`config.mk`:
```
export PLATFORM = sky130hd
export DESIGN_NAME = blake512_feeder
export DESIGN_NICKNAME = d
export VERILOG_FILES = /design/src/rtl/blake512_pkg.sv /design/src/rtl/blake512_digest_ser.sv /design/src/rtl/blake512_feeder.sv
export SDC_FILE = /design/constraint.sdc
export NUM_CORES = 2
export LEC_CHECK = 0
export ABC_AREA = 1
export BUFFER_PORTS_ARGS = -buffer_cell sky130_fd_sc_hd__buf_2
export CAP_MARGIN = 10
export CORE_AREA = 4 4 711 713
export CTS_BUF_LIST = sky130_fd_sc_hd__clkbuf_4 sky130_fd_sc_hd__clkbuf_8 sky130_fd_sc_hd__clkbuf_16
export DETAILED_ROUTE_END_ITERATION = 7
export DIE_AREA = 0 0 715 717
export GPL_ROUTABILITY_DRIVEN = 0
export GPL_TIMING_DRIVEN = 0
export PLACE_DENSITY = 0.31
export SYNTH_ARGS = -nofsm -noshare
export SYNTH_HDL_FRONTEND = slang
export SYNTH_SLANG_ARGS = --single-unit
```
`constraint.sdc`:
```
create_clock -name clk -period 3.2 [get_ports clk]
set_input_delay 0.48 -clock clk [delete_from_list [all_inputs] [get_ports clk]]
set_output_delay 0.48 -clock clk [all_outputs]
set_load 0.005 [all_outputs]
```
`src/rtl/blake512_pkg.sv`:
```
// Shared constants and state encoding for the BLAKE-512 feeder and round controller.
package blake512_pkg;

    localparam int WORD_W      = 64;
    localparam int BLK_WORDS   = 16;
    localparam int DIG_WORDS   = 8;
    localparam int BLK_BITS    = 1024;
    localparam int CTRL_ROUNDS = 128;

    typedef enum logic [2:0] {
        ST_LOAD  = 3'd0,
        ST_START = 3'd1,
        ST_BUSY  = 3'd2,
        ST_DRAIN = 3'd3,
        ST_OUT   = 3'd4
    } feeder_state_e;

endpackage

```
`src/rtl/blake512_digest_ser.sv`:
```
// Captures the 512-bit chaining value and streams it out as eight 64-bit words
// with valid/ready handshaking; word 0 is the most significant word.
module blake512_digest_ser
    import blake512_pkg::*;
(
    input  logic                          clk,
    input  logic                          rstb,
    input  logic                          cap_i,
    input  logic [DIG_WORDS*WORD_W-1:0]   digest_i,
    input  logic                          act_i,
    input  logic                          m_ready_i,
    output logic                          m_valid_o,
    output logic [WORD_W-1:0]             m_data_o,
    output logic                          m_last_o,
    output logic                          done_o
);

    logic [DIG_WORDS*WORD_W-1:0] dig_q;
    logic [2:0]                  out_cnt_q;
    logic [2:0]                  out_cnt_d;
    logic [WORD_W-1:0]           dig_words [DIG_WORDS];
    logic                        xfer;

    always_comb begin
        for (int i = 0; i < DIG_WORDS; i++) begin
            dig_words[i] = dig_q[(DIG_WORDS-1-i)*WORD_W +: WORD_W];
        end
    end

    assign xfer      = act_i && m_ready_i;
    assign out_cnt_d = xfer ? out_cnt_q + 3'd1 : out_cnt_q;
    assign m_valid_o = act_i;
    assign m_data_o  = act_i ? dig_words[out_cnt_q] : '0;
    assign m_last_o  = act_i && (out_cnt_q == 3'd7);
    assign done_o    = xfer && (out_cnt_q == 3'd7);

    always_ff @(posedge clk or negedge rstb) begin
        if (!rstb) begin
            dig_q     <= '0;
            out_cnt_q <= '0;
        end else begin
            if (cap_i) begin
                dig_q <= digest_i;
            end
            out_cnt_q <= out_cnt_d;
        end
    end

endmodule

```
`src/rtl/blake512_feeder.sv`:
```
// Host-side driver for the BLAKE-512 round controller: assembles 1024-bit blocks,
// issues one compression per block, tracks t/first/last and emits the final digest.
module blake512_feeder #(
    parameter int T_W      = 128,
    parameter int BLK_BITS = 1024
) (
    input  logic            clk,
    input  logic            rstb,
    input  logic            s_valid,
    output logic            s_ready,
    input  logic [63:0]     s_data,
    input  logic            s_last,
    output logic            core_ena,
    output logic [1023:0]   core_msg,
    output logic [T_W-1:0]  core_t,
    output logic            core_first,
    input  logic            core_fin,
    input  logic            core_clr,
    input  logic [511:0]    core_digest,
    output logic            m_valid,
    input  logic            m_ready,
    output logic [63:0]     m_data,
    output logic            m_last,
    output logic            err
);
    import blake512_pkg::*;

    feeder_state_e     state_q, state_d;
    logic [3:0]        word_cnt_q, word_cnt_d;
    logic [T_W-1:0]    t_q, t_d;
    logic              first_q, first_d;
    logic              last_q, last_d;
    logic              err_q, err_d;
    logic [WORD_W-1:0] msg_q [BLK_WORDS];
    logic              wr_en;
    logic              cap;
    logic              ser_done;
    logic              proto_err;

    always_ff @(posedge clk or negedge rstb) begin
        if (!rstb) begin
            state_q <= ST_LOAD;
        end else begin
            state_q <= state_d;
        end
    end

    // Bad handshakes only raise the sticky flag; the FSM ignores them.
    assign proto_err = (core_fin && state_q != ST_BUSY)
                    || (core_clr && state_q != ST_DRAIN)
                    || (state_q == ST_LOAD && s_valid && s_last && word_cnt_q != 4'd15);

    always_comb begin
        state_d    = state_q;
        word_cnt_d = word_cnt_q;
        t_d        = t_q;
        first_d    = first_q;
        last_d     = last_q;
        err_d      = err_q || proto_err;
        s_ready    = 1'b0;
        core_ena   = 1'b0;
        wr_en      = 1'b0;
        cap        = 1'b0;
        case (state_q)
            ST_LOAD: begin
                s_ready = 1'b1;
                if (s_valid) begin
                    wr_en      = 1'b1;
                    word_cnt_d = word_cnt_q + 4'd1;
                    if (word_cnt_q == 4'd15) begin
                        last_d  = s_last;
                        t_d     = t_q + T_W'(BLK_BITS);
                        state_d = ST_START;
                    end
                end
            end
            ST_START: begin
                core_ena = 1'b1;
                state_d  = ST_BUSY;
            end
            ST_BUSY: begin
                if (core_fin) begin
                    cap     = last_q;
                    state_d = ST_DRAIN;
                end
            end
            ST_DRAIN: begin
                if (core_clr) begin
                    first_d = 1'b0;
                    state_d = last_q ? ST_OUT : ST_LOAD;
                end
            end
            ST_OUT: begin
                if (ser_done) begin
                    t_d     = '0;
                    first_d = 1'b1;
                    last_d  = 1'b0;
                    state_d = ST_LOAD;
                end
            end
            default: state_d = ST_LOAD;
        endcase
    end

    always_ff @(posedge clk or negedge rstb) begin
        if (!rstb) begin
            word_cnt_q <= '0;
            t_q        <= '0;
            first_q    <= 1'b1;
            last_q     <= 1'b0;
            err_q      <= 1'b0;
            for (int i = 0; i < BLK_WORDS; i++) begin
                msg_q[i] <= '0;
            end
        end else begin
            word_cnt_q <= word_cnt_d;
            t_q        <= t_d;
            first_q    <= first_d;
            last_q     <= last_d;
            err_q      <= err_d;
            if (wr_en) begin
                msg_q[word_cnt_q] <= s_data;
            end
        end
    end

    always_comb begin
        core_msg = '0;
        for (int i = 0; i < BLK_WORDS; i++) begin
            core_msg[(BLK_WORDS-1-i)*WORD_W +: WORD_W] = msg_q[i];
        end
    end

    assign core_t     = t_q;
    assign core_first = first_q;
    assign err        = err_q;

    blake512_digest_ser u_ser (
        .clk       (clk),
        .rstb      (rstb),
        .cap_i     (cap),
        .digest_i  (core_digest),
        .act_i     (state_q == ST_OUT),
        .m_ready_i (m_ready),
        .m_valid_o (m_valid),
        .m_data_o  (m_data),
        .m_last_o  (m_last),
        .done_o    (ser_done)
    );

endmodule

```
==> metrics.md <==
| Metric | Value |
|---|---|
| # H-tree levels | `4` |
| First-iteration detailed-routing DRC count | `between 3k and 4k` |
| First-pass GRT wire length | `557000 µm` |
| Floorplan core area | `0.500 mm²` |
| Die area | `roughly 0.51 mm²` |
| Kind of critical path | `flip-flop to output pin` |
| Final sum of negative setup slack | `-15.67 ns` |
| CP endpoint | `m_data[33]` |
| Cell Rows | `260` |
| # nets final | `roughly 9.6k` |
| TritonCTS clock tree | `built` |
| Hold Worst Slack | `approximately 0.14 ns` |
| Number of violations of the max-capacitance limit | `0` |
| Leakage power | `49.5 nW` |
| Total of fill cells in the finished design | `around 55k` |
| Count of TritonRoute iterations in the first routing pass | `5` |
| Critical Path Source | `u_ser.out_cnt_q[0]` |
| Post-detailed-route wirelength per cell | `~26 µm` |
| Post-detail-place hpwl | `335000 µm` |
| Final setup violation count | `between 90 and 100` |
| Run status | `finished with violations` |
| Total power divided by cell area | `between 900 and 1000 mW/mm²` |
| Global-route met1 utilization | `between 15 and 20%` |
| Type of element launching the critical path | `flip-flop` |
| Maximum ir drop on the vdd rail | `between 0.0004 and 0.0005 V` |
| Maximum buffer depth of the clock tree | `4` |
| Actual transition at the worst max-transition pin | `1.23 ns` |
| Yosys cell types | `38` |
| Crit share post-route | `111%` |
| Die extent in y | `717 µm` |
| Number of nets with antenna violations after routing | `0` |
| Max Slew Vio Count | `0` |
| Buffers on Ports | `around 1.8k` |
| Highest clock frequency the design can meet | `282 MHz` |
| Headroom to the max-slew limit | `18.3%` |
| Num CTS Buffers | `around 220` |
| Startpoint of the worst-slack reg-to-reg timing path | `u_ser.out_cnt_q[0]` |
| Worst EP required | `2.72 ns` |
| Setup slack, reg-to-reg | `between 0.15 and 0.2 ns` |
| Worst setup slack after layout | `-0.347 ns` |
| Die Wd | `715 µm` |
| Post-DR vias/cell | `approximately 3.8` |
| Pin count of the biggest net entering global routing | `about 150` |
| Clock slew at reported path FFs | `~0.060 ns` |
| Met2 GRT Util | `between 20 and 30%` |
| Sum of internal, switching and leakage power | `slightly below 100 mW` |
| Commonest non-fill, non-tap cells in the layout | `1847 x sky130_fd_sc_hd__buf_2, 1665 x sky130_fd_sc_hd__dfrtp_1, 1149 x sky130_fd_sc_hd__mux2_2, 950 x sky130_fd_sc_hd__nand2_1, 566 x sky130_fd_sc_hd__dlygate4sd3_1` |
| Final hold violation count | `0` |
| Remaining Overflow, GRT | `0` |
| Syn-to-layout area delta | `49.0%` |
| Most utilized layer in the global route result | `met2` |
| Time the final worst path needs with I/O delays and setup | `between 3 and 4 ns` |
| Clock tree sinks | `approximately 1.7k` |
| Met3 GRT Util | `between 3 and 4%` |
| Area of placed instances | `about 0.089 mm²` |
| Post-synthesis area per instance | `~11 µm²` |
| DRT Wirelength | `approximately 420000 µm` |
| Data arrival time of the worst path | `3.07 ns` |
| Crit. End Element | `output pin` |
| Setup repair after global routing missed its margin | `true` |
| Number of warning messages in the yosys log | `0` |
| Endpoint of the lowest-slack register-to-register path | `core_t[53]` |
| Failing checks | `setup timing` |
| Global-route usage over all layers | `roughly 16%` |
| Starting utilization of the core area | `around 14%` |
| Hold WC Path Type | `input pin to flip-flop` |
| Vias in the first global route | `62.4k` |
| Syn Inst Count | `between 6k and 7k` |
| Initial antenna violation count | `approximately 160` |
| Worst reg-to-reg path cell count | `12` |
| Sequential cell area fraction in the yosys report | `between 50% and 60%` |
| Most common library cell in the layout ignoring fill and taps | `sky130_fd_sc_hd__buf_2` |
| DRC violations left | `0` |
| Total vias in the final route | `59.7k` |
| Clock root cell | `sky130_fd_sc_hd__clkbuf_16` |
| Cell area after synthesis | `around 0.07 mm²` |
| Final instance area | `0.106 mm²` |
| Seq cells post-synth | `approximately 1.7k` |
| Latest clock arrival within the worst-skew pair | `0.95 ns` |
| Clock skew | `~0.13 ns` |
| Worst-path maximum fanout | `10` |
| Layout cells sized above 1 | `roughly 44%` |
| Total I/O pin count | `about 1.8k` |
==> cells by family (layout without fill, tap and decap cells) <==
kind of cell	count (synthesis)	count (layout)	share of synthesized area (%)
compound gates	948	948	6.86
xor+xnor	4	4	0.0493
fa+ha+maj	7	7	0.123
buf+inv	821	3630	5.51
flops	1667	1667	58.7
mux	1216	1216	19.3
other cells	1	92	0.00528
simple gates	1651	1651	9.50
==> synthesized netlist by cell type (all sizes together) <==
library cell | n | area share (%)
and2 | 6 | 0.053
nand3 | 144 | 1.0
a22o | 1 | 0.012
a31oi | 65 | 0.57
dfstp | 1 | 0.037
o21a | 11 | 0.12
inv | 430 | 2.3
buf | 198 | 2.2
ha | 7 | 0.12
nor3 | 24 | 0.22
dfrtp | 1666 | 59
and3 | 3 | 0.026
o21ai | 547 | 3.9
conb | 1 | 0.0053
a2bb2oi | 1 | 0.012
a21oi | 316 | 2.2
o2111ai | 1 | 0.012
xor2 | 4 | 0.049
nand2 | 995 | 5.3
nor3b | 5 | 0.053
mux2 | 1216 | 19
nand3b | 4 | 0.042
nand4 | 24 | 0.21
o21bai | 5 | 0.053
nor2 | 446 | 2.6
clkbuf | 193 | 1.0
o211ai | 1 | 0.011
==> report_power, final <==
group | total [mW] | switching (mW) | internal (mW)
Sequential | 35.3 | 5.16 | 30.1
Combinational | 35.4 | 20.8 | 14.6
Clock | 25.7 | 10.5 | 15.2
Total | 96.3 | 36.4 | 59.9
==> critical path, stage by stage (launching register included) <==
cell                       delay, ns
sky130_fd_sc_hd__dfrtp_4        0.54
sky130_fd_sc_hd__buf_12         0.18
sky130_fd_sc_hd__buf_4          0.14
sky130_fd_sc_hd__buf_12         0.12
sky130_fd_sc_hd__buf_4          0.16
sky130_fd_sc_hd__clkbuf_2       0.23
sky130_fd_sc_hd__o21ai_4        0.33
sky130_fd_sc_hd__a31oi_4        0.20
sky130_fd_sc_hd__buf_2          0.20
==> routing by layer <==
metal,up-vias,routed length (µm),share of wire [%]
li1,26600,-,-
met1,30500,158000,38
met2,1908,219000,52
met3,649,23700,5.7
met4,66,17300,4.1
met5,-,407,0.097
==> sequential cells by signal, summed over array words and instances (netlist names) <==
signal,flops
core_msg,1024
err,1
u_ser.out_cnt_q,3
core_t,118
core_first,1
last_q,1
state_q,3
word_cnt_q,4
u_ser.dig_q,512
==> how the worst min path moves through the flow <==
stage,start,to,slack (ns),depth (start not counted)
2_1_floorplan,rstb,core_msg[0],0.18,0
3_3_place_gp,core_msg[22],core_msg[22],0.45,2
3_5_place_dp,core_msg[57],core_msg[57],0.45,2
4_1_cts,rstb,core_msg[737],-0.52,1
5_1_grt,s_data[23],core_msg[87],0.02,2
6_report,s_data[27],core_msg[91],0.14,2
==> what timing repair did <==
action,4_1_cts,5_1_grt
pin swaps,51,63
cloned,9,4
setup endpoints to repair,918,253
hold buffers,563,8
gates resized for setup,632,273
endpoints found under the hold margin,898,220
buffers inserted,19,2
==> layout make-up <==
class,instances,area [µm²],area share [%]
plain buffers,387,2850,2.69
inverters,430,1620,1.53
multi-input cells,3836,27700,26.1
repair buffers,2422,16100,15.2
clock buffers,314,6500,6.14
diodes,82,205,0.194
well taps,6681,8360,7.89
clock inverters,77,915,0.864
flip-flops and latches,1667,41700,39.4
==> through the flow <==
step	setup slack (ns)	cells	util, %
2_1_floorplan	1.08	6324	-
3_3_place_gp	-39.56	14800	17.7
3_5_place_dp	-2.40	14800	17.8
4_1_cts	-0.629	15800	20.9
5_1_grt	-0.512	15900	21.2
6_report	-0.347	15900	21.2
No activity file was read; power rests on OpenSTA's default activity.
